--- config.mk ---
export PLATFORM = sky130hd
export DESIGN_NAME = cps1_sync_lock_ctrl
export DESIGN_NICKNAME = d
export VERILOG_FILES = /design/src/rtl/cps1_sync_lock_ctrl.sv
export SDC_FILE = /design/constraint.sdc
export NUM_CORES = 1
export LEC_CHECK = 0
export ABC_AREA = 1
export BUFFER_PORTS_ARGS = -buffer_cell sky130_fd_sc_hd__buf_2
export CAP_MARGIN = 15
export CORE_MARGIN = 3
export CORE_UTILIZATION = 58
export DETAILED_ROUTE_END_ITERATION = 8
export GPL_TIMING_DRIVEN = 0
export MAX_ROUTING_LAYER = met4
export PLACE_DENSITY = 0.77
export SLEW_MARGIN = 20
export SYNTH_ARGS = -nofsm -noshare
export SYNTH_HDL_FRONTEND = slang
export SYNTH_SLANG_ARGS = --single-unit
--- constraint.sdc ---
create_clock -name PCLK2x_i -period 2.4 [get_ports PCLK2x_i]
set_input_delay 0 -clock PCLK2x_i [delete_from_list [all_inputs] [get_ports PCLK2x_i]]
set_output_delay 0 -clock PCLK2x_i [all_outputs]
set_load 0.01 [all_outputs]
--- src/rtl/cps1_sync_lock_ctrl.sv ---
// Lock qualifier for the CPS1 capture path: measures line/frame timing from the
// sync frontend and opens the DE gate only after the timing has proven stable.
module cps1_sync_lock_ctrl #(
  parameter int H_NOM         = 1024,
  parameter int H_TOL         = 4,
  parameter int V_NOM         = 262,
  parameter int V_TOL         = 2,
  parameter int LOCK_FRAMES   = 4,
  parameter int UNLOCK_FRAMES = 2,
  parameter int WDOG_BITS     = 20
) (
  input  logic        PCLK2x_i,
  input  logic        reset_n,
  input  logic        HSYNC_i,
  input  logic        DE_i,
  input  logic        frame_change_i,
  output logic        DE_o,
  output logic        locked_o,
  output logic [10:0] h_meas_o,
  output logic [9:0]  v_meas_o,
  output logic        frame_ok_o,
  output logic        wdog_timeout_o
);

  typedef enum logic [1:0] {
    ST_SEARCH  = 2'd0,
    ST_ACQUIRE = 2'd1,
    ST_LOCKED  = 2'd2,
    ST_HOLD    = 2'd3
  } state_t;

  localparam logic [11:0] H_MAX      = 12'(H_NOM + H_TOL);
  localparam logic [11:0] H_MIN      = 12'(H_NOM - H_TOL);
  localparam logic [10:0] V_MAX      = 11'(V_NOM + V_TOL);
  localparam logic [10:0] V_MIN      = 11'(V_NOM - V_TOL);
  localparam logic [3:0]  LOCK_N     = 4'(LOCK_FRAMES);
  localparam logic [3:0]  UNLOCK_N   = 4'(UNLOCK_FRAMES);
  localparam logic [10:0] H_CNT_MAX  = 11'h7FF;
  localparam logic [9:0]  LINE_MAX   = 10'h3FF;
  localparam logic [WDOG_BITS-1:0] WD_MAX = '1;

  logic hs_q, hs_d, hs_dly_q, hs_dly_d;
  logic fc_q, fc_d, fc_dly_q, fc_dly_d;
  logic [10:0] h_cnt_q, h_cnt_d;
  logic [9:0]  line_cnt_q, line_cnt_d;
  logic [10:0] h_meas_q, h_meas_d;
  logic [9:0]  v_meas_q, v_meas_d;
  logic        bad_line_q, bad_line_d;
  logic        seen_fs_q, seen_fs_d;
  logic [3:0]  cnt_q, cnt_d;
  logic [WDOG_BITS-1:0] wd_cnt_q, wd_cnt_d;
  state_t      state_q, state_d;
  logic        locked_q, locked_d;
  logic        de_q, de_d;
  logic        frame_ok_q, frame_ok_d;
  logic        wdog_q, wdog_d;

  logic        ls, fs, ls_any;
  logic [11:0] h_len_raw;
  logic [10:0] h_len_sat;
  logic        line_bad, v_ok, frame_valid;
  logic [3:0]  cnt_inc;

  // Events are derived from the registered copies, so they act one cycle after sampling.
  assign ls     = hs_dly_q & ~hs_q;
  assign fs     = fc_q & ~fc_dly_q;
  assign ls_any = ls | fs;

  assign h_len_raw   = {1'b0, h_cnt_q} + 12'd1;
  assign h_len_sat   = h_len_raw[11] ? H_CNT_MAX : h_len_raw[10:0];
  assign line_bad    = ({1'b0, h_len_sat} > H_MAX) || ({1'b0, h_len_sat} < H_MIN);
  assign v_ok        = ({1'b0, line_cnt_q} >= V_MIN) && ({1'b0, line_cnt_q} <= V_MAX);
  // The line closing at the frame start counts toward the frame it closes.
  assign frame_valid = seen_fs_q & ~(bad_line_q | line_bad) & v_ok;
  assign cnt_inc     = cnt_q + 4'd1;

  always_comb begin
    hs_d       = HSYNC_i;
    hs_dly_d   = hs_q;
    fc_d       = frame_change_i;
    fc_dly_d   = fc_q;
    h_cnt_d    = (h_cnt_q == H_CNT_MAX) ? h_cnt_q : h_cnt_q + 11'd1;
    line_cnt_d = line_cnt_q;
    h_meas_d   = h_meas_q;
    v_meas_d   = v_meas_q;
    bad_line_d = bad_line_q;
    seen_fs_d  = seen_fs_q;
    cnt_d      = cnt_q;
    wd_cnt_d   = wd_cnt_q;
    state_d    = state_q;
    frame_ok_d = 1'b0;
    wdog_d     = 1'b0;
    de_d       = DE_i & locked_q;

    if (ls_any) begin
      h_cnt_d  = 11'd0;
      h_meas_d = h_len_sat;
      if (!fs) begin
        if (line_bad) begin
          bad_line_d = 1'b1;
        end
        if (line_cnt_q != LINE_MAX) begin
          line_cnt_d = line_cnt_q + 10'd1;
        end
      end
    end

    if (fs) begin
      v_meas_d   = line_cnt_q;
      line_cnt_d = 10'd1;
      bad_line_d = 1'b0;
      seen_fs_d  = 1'b1;
      wd_cnt_d   = '0;
      frame_ok_d = frame_valid;
      case (state_q)
        ST_SEARCH: begin
          if (frame_valid) begin
            if (LOCK_FRAMES == 1) begin
              state_d = ST_LOCKED;
              cnt_d   = 4'd0;
            end else begin
              state_d = ST_ACQUIRE;
              cnt_d   = 4'd1;
            end
          end
        end
        ST_ACQUIRE: begin
          if (!frame_valid) begin
            state_d = ST_SEARCH;
            cnt_d   = 4'd0;
          end else if (cnt_inc == LOCK_N) begin
            state_d = ST_LOCKED;
            cnt_d   = 4'd0;
          end else begin
            cnt_d = cnt_inc;
          end
        end
        ST_LOCKED: begin
          if (!frame_valid) begin
            if (UNLOCK_FRAMES == 1) begin
              state_d = ST_SEARCH;
              cnt_d   = 4'd0;
            end else begin
              state_d = ST_HOLD;
              cnt_d   = 4'd1;
            end
          end
        end
        ST_HOLD: begin
          if (frame_valid) begin
            state_d = ST_LOCKED;
            cnt_d   = 4'd0;
          end else if (cnt_inc == UNLOCK_N) begin
            state_d = ST_SEARCH;
            cnt_d   = 4'd0;
          end else begin
            cnt_d = cnt_inc;
          end
        end
        default: begin
          state_d = ST_SEARCH;
          cnt_d   = 4'd0;
        end
      endcase
    end else if (wd_cnt_q != WD_MAX) begin
      // Expiry fires once on the step into all-ones; the counter then parks until the next FS.
      wd_cnt_d = wd_cnt_q + 1'b1;
      if (wd_cnt_q == WD_MAX - 1'b1) begin
        wdog_d    = 1'b1;
        state_d   = ST_SEARCH;
        cnt_d     = 4'd0;
        seen_fs_d = 1'b0;
      end
    end

    locked_d = (state_d == ST_LOCKED) || (state_d == ST_HOLD);
  end

  always_ff @(posedge PCLK2x_i or negedge reset_n) begin
    if (!reset_n) begin
      hs_q       <= 1'b1;
      hs_dly_q   <= 1'b1;
      fc_q       <= 1'b0;
      fc_dly_q   <= 1'b0;
      h_cnt_q    <= 11'd0;
      line_cnt_q <= 10'd0;
      h_meas_q   <= 11'd0;
      v_meas_q   <= 10'd0;
      bad_line_q <= 1'b0;
      seen_fs_q  <= 1'b0;
      cnt_q      <= 4'd0;
      wd_cnt_q   <= '0;
      state_q    <= ST_SEARCH;
      locked_q   <= 1'b0;
      de_q       <= 1'b0;
      frame_ok_q <= 1'b0;
      wdog_q     <= 1'b0;
    end else begin
      hs_q       <= hs_d;
      hs_dly_q   <= hs_dly_d;
      fc_q       <= fc_d;
      fc_dly_q   <= fc_dly_d;
      h_cnt_q    <= h_cnt_d;
      line_cnt_q <= line_cnt_d;
      h_meas_q   <= h_meas_d;
      v_meas_q   <= v_meas_d;
      bad_line_q <= bad_line_d;
      seen_fs_q  <= seen_fs_d;
      cnt_q      <= cnt_d;
      wd_cnt_q   <= wd_cnt_d;
      state_q    <= state_d;
      locked_q   <= locked_d;
      de_q       <= de_d;
      frame_ok_q <= frame_ok_d;
      wdog_q     <= wdog_d;
    end
  end

  assign DE_o           = de_q;
  assign locked_o       = locked_q;
  assign h_meas_o       = h_meas_q;
  assign v_meas_o       = v_meas_q;
  assign frame_ok_o     = frame_ok_q;
  assign wdog_timeout_o = wdog_q;

endmodule

**Word level (Yosys, flattened, before mapping)**

Cells that the tools add are included.
Widths: inputs -> output; s select.

- Latch bits: 0
- Bits in read-only memories: 0
- RAM bits: 0
- Output and inout port bits: 25
- Register bits: 78
- Word-level logic and storage cells: 101
- Memories kept: 0

- Div/mod/pow operators: 0
- Equal/unequal tests: 14
- Shifts and indexed selects: 0
- Reductions and logical operators: 13
- Add/subtract/negate cells: 5
- Bitwise operators: 10
- Magnitude comparators: 4
- Multiply operators: 0
- Mux-type cells: 38

Operator list:

| cell | count |
|---|---|
| $mux 20 | 2 |
| $mux 4 | 9 |
| $mux 11 | 3 |
| $mux 10 | 3 |
| $add 20x1->20 const B | 1 |
| $eq 20x20->1 const B | 1 |
| $ne 20x20->1 const B | 1 |
| $mux 2 | 9 |
| $pmux 4 s4 | 1 |
| $add 11x1->12 const B | 1 |
| $add 11x1->11 const B | 1 |
| $eq 11x11->1 const B | 1 |
| $gt 11x11->1 const B | 1 |
| $lt 11x10->1 const B | 1 |
| $add 10x1->10 const B | 1 |
| $ge 10x9->1 const B | 1 |
| $le 10x9->1 const B | 1 |
| $mux 1 | 10 |
| $ne 10x10->1 const B | 1 |
| $reduce_bool 2->1 | 5 |
| $eq 2x2->1 const B | 4 |
| $pmux 2 s4 | 1 |
| $ne 3x3->1 const B | 2 |
| $reduce_and 2->1 | 3 |
| other kinds (12) | 20 |

**Longest topological paths before layout**

- Depth in word-level cells: 13
- Depth in mapped cells: 17
- Mapped depth without buffers: 17

**Least setup slack after synthesis**

OpenSTA, ideal clock, no wires.

- Path kind: register -> register
- Start point: register h_cnt_q[0]
- End point: register cnt_q[0]
- Setup slack: 0.320 ns
- Clock period less this slack: 2.080 ns
- Setup time: 0.117 ns
- Arrival time: 1.963 ns
- Data required time: 2.283 ns
- Cell stages (with the launch flop): 17
- Cells stage by stage: dfrtp_1 > ha_1 > nand2_1 > nor2_4 > nand4_4 > nor2_4 > inv_2 > a21oi_4 > inv_2 > nand2_4 > nand4_4 > nor2_2 > nand2_1 > nand2_2 > nor2_1 > nand2_1 > nand2_1

- Word-level cells in the longest chain between the ends: 11
- Elaborated cells on any way between the ends: 16
- Classes of those cells: add/sub: 1; order compare: 2; eq/ne: 2; mux: 5; bitwise: 4; reduce/logical: 2

RTL lines:

| element | line | source |
|---|---|---|
| start: declaration | 44 | `logic [10:0] h_cnt_q, h_cnt_d;` |
| start signal: assignment | 203 | `h_cnt_q <= h_cnt_d;` |
| $add 11x1->12 (*) | 69 | `assign h_len_raw = {1'b0, h_cnt_q} + 12'd1;` |
| $mux 11 (*) | 70 | `assign h_len_sat = h_len_raw[11] ? H_CNT_MAX : h_len_raw[10:0];` |
| $gt 11x11->1 or $lt 11x10->1 (tied branches) | 71 | `assign line_bad = ({1'b0, h_len_sat} > H_MAX) \|\| ({1'b0, h_len_sat} < H_MIN);` |
| $logic_or 1x1->1 (*) | 71 |  |
| $or 1x1->1 (*) | 74 | `assign frame_valid = seen_fs_q & ~(bad_line_q \| line_bad) & v_ok;` |
| $not 1->1 (*) | 74 |  |
| $and 1x1->1 (*) (2 in series) | 74 |  |
| $mux 4, on equally long branches | 150, 128 |  |
| $pmux 4 s4 | 115 | `case (state_q)` |
| $mux 4 | 108 | `if (fs) begin` |
| end signal: assignment | 209 | `cnt_q <= cnt_d;` |
| end: declaration | 50 | `logic [3:0] cnt_q, cnt_d;` |

Every way passes the cells marked *; elsewhere a longest branch is shown, timed or not.
A chain may end at the register's enable or synchronous reset.

**Worst setup path after layout**

- Start point: register h_cnt_q[1]
- End point: register cnt_q[2]

The elaborated chain is that of the path after synthesis.

==> results.tsv <==
stage	metric	value	unit
global_route	grt_max_degree	49	
global_route	antenna_found_initial	0	
power	ir_drop	0.407	mV
synthesis	synth-warning-count	0	
global_route	gr-total-overflow	0	
cells_and_area	fin_util	0.699	
cells_and_area	diodes	0	
synthesis	synth-seq-cells	78	
timing	final-hold-violation-count	0	
route	firstDrtPassIters	5	
cells_and_area	seqCellArea	1960	um2
synthesis	netlist_area	3950	um2
worst_setup_path	cp.required	2.68	ns
cells_and_area	design_area	4540	um2
worst_setup_path	max_stage_delay	0.44	ns
run	max-cap-violations	0	
worst_setup_path	worst-path-max-fanout	8	
worst_setup_path	worstSetupPathType	flip-flop to flip-flop	
worst_setup_path	reg2reg_depth	15	
synthesis	synth_cell_types	41	
floorplanning	initial_core_util	0.609	
worst_setup_path	endpoint_kind	flip-flop	
cells_and_area	nets	537	
worst_setup_path	path_cells	ha_4 > nand2_2 > nor2_4 > nand3b_1 > nand3_2 > inv_2 > nor2_1 > nand3b_1 > nand2_2 > nand4_4 > nor2_4 > nand2_2 > a21oi_1 > nand2_1 > nand2_1	
floorplanning	core_area	6490	um2
worst_setup_path	reg2reg_to	cnt_q[2]$_DFFE_PN0P_	
cells_and_area	multi_input_area	1740	um2
timing	tightestPinTransition	0.501	ns
worst_setup_path	crit_arrival	2.58	ns
synthesis	yosysMostFrequentCell	nand2_1	
worst_setup_path	critPathLaunch	h_cnt_q[1]$_DFFE_PN0P_	
synthesis	synth_commonest_cells	97 x nand2_1, 76 x dfrtp_1, 59 x inv_1	
clock_network	clkTransAtPathRegs	0.08	ns
clock_network	cts_tree	done	
placement	dpl.cell_count	581	
clock_network	cts_max_level	3	
clock_network	cts_made_buffers	9	
timing	slew_viol_final	0	
clock_network	clk_path_buf_depth	2	
route	drc	0	
route	vias_per_cell	5.59	
worst_setup_path	start_kind	flip-flop	
timing	max_freq	0.435	GHz
clock_network	clock_latency	0.34	ns
floorplanning	rows	29	
worst_setup_path	regToRegSetupSlack	0.10	ns
cells_and_area	drive_above_1_share	0.188	
worst_setup_path	critPathBufInv	1	
timing	fin_crit	2.30	ns
clock_network	cts.sinks	78	
placement	placed_cell_area	4230	um2
route	ant_nets	0	
synthesis	synth_top_area_share	0.481	
floorplanning	die_area	7840	um2
clock_network	cts_root_buf	clkbuf_8	
synthesis	ys_seq_area_frac	0.494	
power	power.density	597	nW/um2
power	p_seq_frac	0.548	
worst_setup_path	crit_path_frequent_cell	nand2_2	
synthesis	synth_edf_count	0	
synthesis	yosysTopAreaCell	dfrtp_1	
timing	skew	0.0107	ns
power	swShare	0.276	
worst_setup_path	cp_top_family	simple AND/OR/NAND/NOR gates	
timing	min_period_over_period	0.958	
power	intPower	1.96	mW
synthesis	syn_nets	486	
placement	numPortBuffers	29	
cells_and_area	syn_to_final_growth	14.8	%
route	drt_iter0_markers	185	
timing	setup_viol	0	
power	leakagePower	2.21	nW
synthesis	synth_cells	474	
global_route	grt.total_usage	0.232	
floorplanning	die_h	88.6	um
power	pwr-share-clk	0.312	
synthesis	ys.flop_type	dfrtp_1	
cells_and_area	final_cells	604	
timing	rsz0062_at_grt	true	
worst_setup_path	slowest_stage	dfrtp_2	
route	wl	8.37	mm
worst_hold_path	hp-class	input pin to asynchronous set/reset pin	
power	switchingPower	747	uW
floorplanning	num_io_pins	30	
power	p_comb_frac	0.140	
floorplanning	die_w	88.6	um
route	wl_per_cell	13.9	um
placement	gp_congestion	0.870	
run_status	status	complete, no violations	
worst_setup_path	timing.rr.start	h_cnt_q[1]$_DFFE_PN0P_	
global_route	grt_pass1_wl	13.9	mm
global_route	grt_pass1_vias	3229	
timing	max_slew_margin	0.666	
placement	dp_hpwl	5.83	mm
synthesis	avgSynthCellArea	8.34	um2
route	routed-via-count	3377	
synthesis	ys_top_cells_by_area	dfrtp_1 48%, nand2_1 9.2%, inv_1 5.6%	
cells_and_area	n_fill_cell	500	
synthesis	async_reset_ff_frac	1.00	
-- worst max path at each step --
stage / slack (ns) / end / depth (start not counted)
3_5_place_dp: -0.07 / cnt_q[0]$_DFFE_PN0P_ / 16
4_1_cts: 0.02 / cnt_q[0]$_DFFE_PN0P_ / 16
3_3_place_gp: -0.004 / cnt_q[0]$_DFFE_PN0P_ / 16
6_report: 0.10 / cnt_q[2]$_DFFE_PN0P_ / 15
2_1_floorplan: 0.32 / cnt_q[0]$_DFFE_PN0P_ / 16
5_1_grt: -0.07 / cnt_q[1]$_DFFE_PN0P_ / 15
-- stage by stage --
stage | hold WS [ns] | TNS [ns] | setup slack [ns] | power (mW)
6_report | 0.145 | 0 | 0.101 | 2.71
5_1_grt | 0.179 | -0.224 | -0.0748 | 2.85
4_1_cts | 0.142 | 0 | 0.0244 | 2.72
3_5_place_dp | -0.0372 | -0.144 | -0.0733 | 1.86
3_3_place_gp | 0.108 | -0.00402 | -0.00402 | 1.84
2_1_floorplan | -0.296 | 0 | 0.320 | 1.72
-- layout make-up --
type	instances	area share
Multi-Input combinational cell	314	0.384
Tap cell	77	0.0212
Inverter	70	0.0579
Buffer	12	0.0124
Clock inverter	2	0.00221
Sequential cell	78	0.431
Timing Repair Buffer	40	0.0582
Clock buffer	11	0.0334
-- kinds of logic after synthesis --
group                      after synthesis  synth area share
AOI/OAI and AO/OA                       87             0.133
adders and majority gates                7            0.0222
DFF                                     78             0.494
buffers and inverters                   82            0.0807
xor gates and xnor gates                 4           0.00886
and+or+nand+nor                        216             0.261
-- power by group through the flow --
stage / clock network (mW) / registers [mW] / logic [mW]
after floorplan: 0 / 1.51 / 0.211
after global placement: 0 / 1.50 / 0.342
after detailed placement: 0 / 1.51 / 0.359
after CTS: 0.869 / 1.48 / 0.365
after global routing: 0.923 / 1.50 / 0.436
final: 0.844 / 1.49 / 0.379
-- registers in the layout, indices dropped and copies added, names as in the netlist, 2 cells and up --
signal	flops
cnt_q	4
v_meas_o	10
h_cnt_q	11
state_q	2
h_meas_o	11
wd_cnt_q	20
line_cnt_q	10
-- metal layers --
layer  wire length, um  vias to the layer above  GRT usage  part of all wire
met5                 0                        -          -                 0
met4                71                        0     0.0934            0.0085
met3               279                        7     0.0354             0.033
met2              4180                       76      0.377              0.50
met1              3850                     1635      0.293              0.46
li1                  -                     1659          -                 -
-- cells in the final DEF (no fill, tap or decap), drive strengths merged, types with 7 or more instances in the layout --
| cell | instances |
|---|---|
| a21oi | 22 |
| a31oi | 13 |
| buf | 38 |
| clkbuf | 21 |
| dfrtp | 76 |
| ha | 7 |
| inv | 70 |
| nand2 | 100 |
| nand3 | 32 |
| nand4 | 9 |
| nor2 | 51 |
| nor3 | 15 |
| o21ai | 40 |
-- what timing repair did --
action / CTS / global route
gates resized for setup: 2 / 16
buffers inserted: 0 / 6
endpoints found under the hold margin: 79 / 0
pin swaps: 0 / 10
setup endpoints to repair: 3 / 8
hold buffers: 4 / 0
Power figures use the tool's default switching activity.
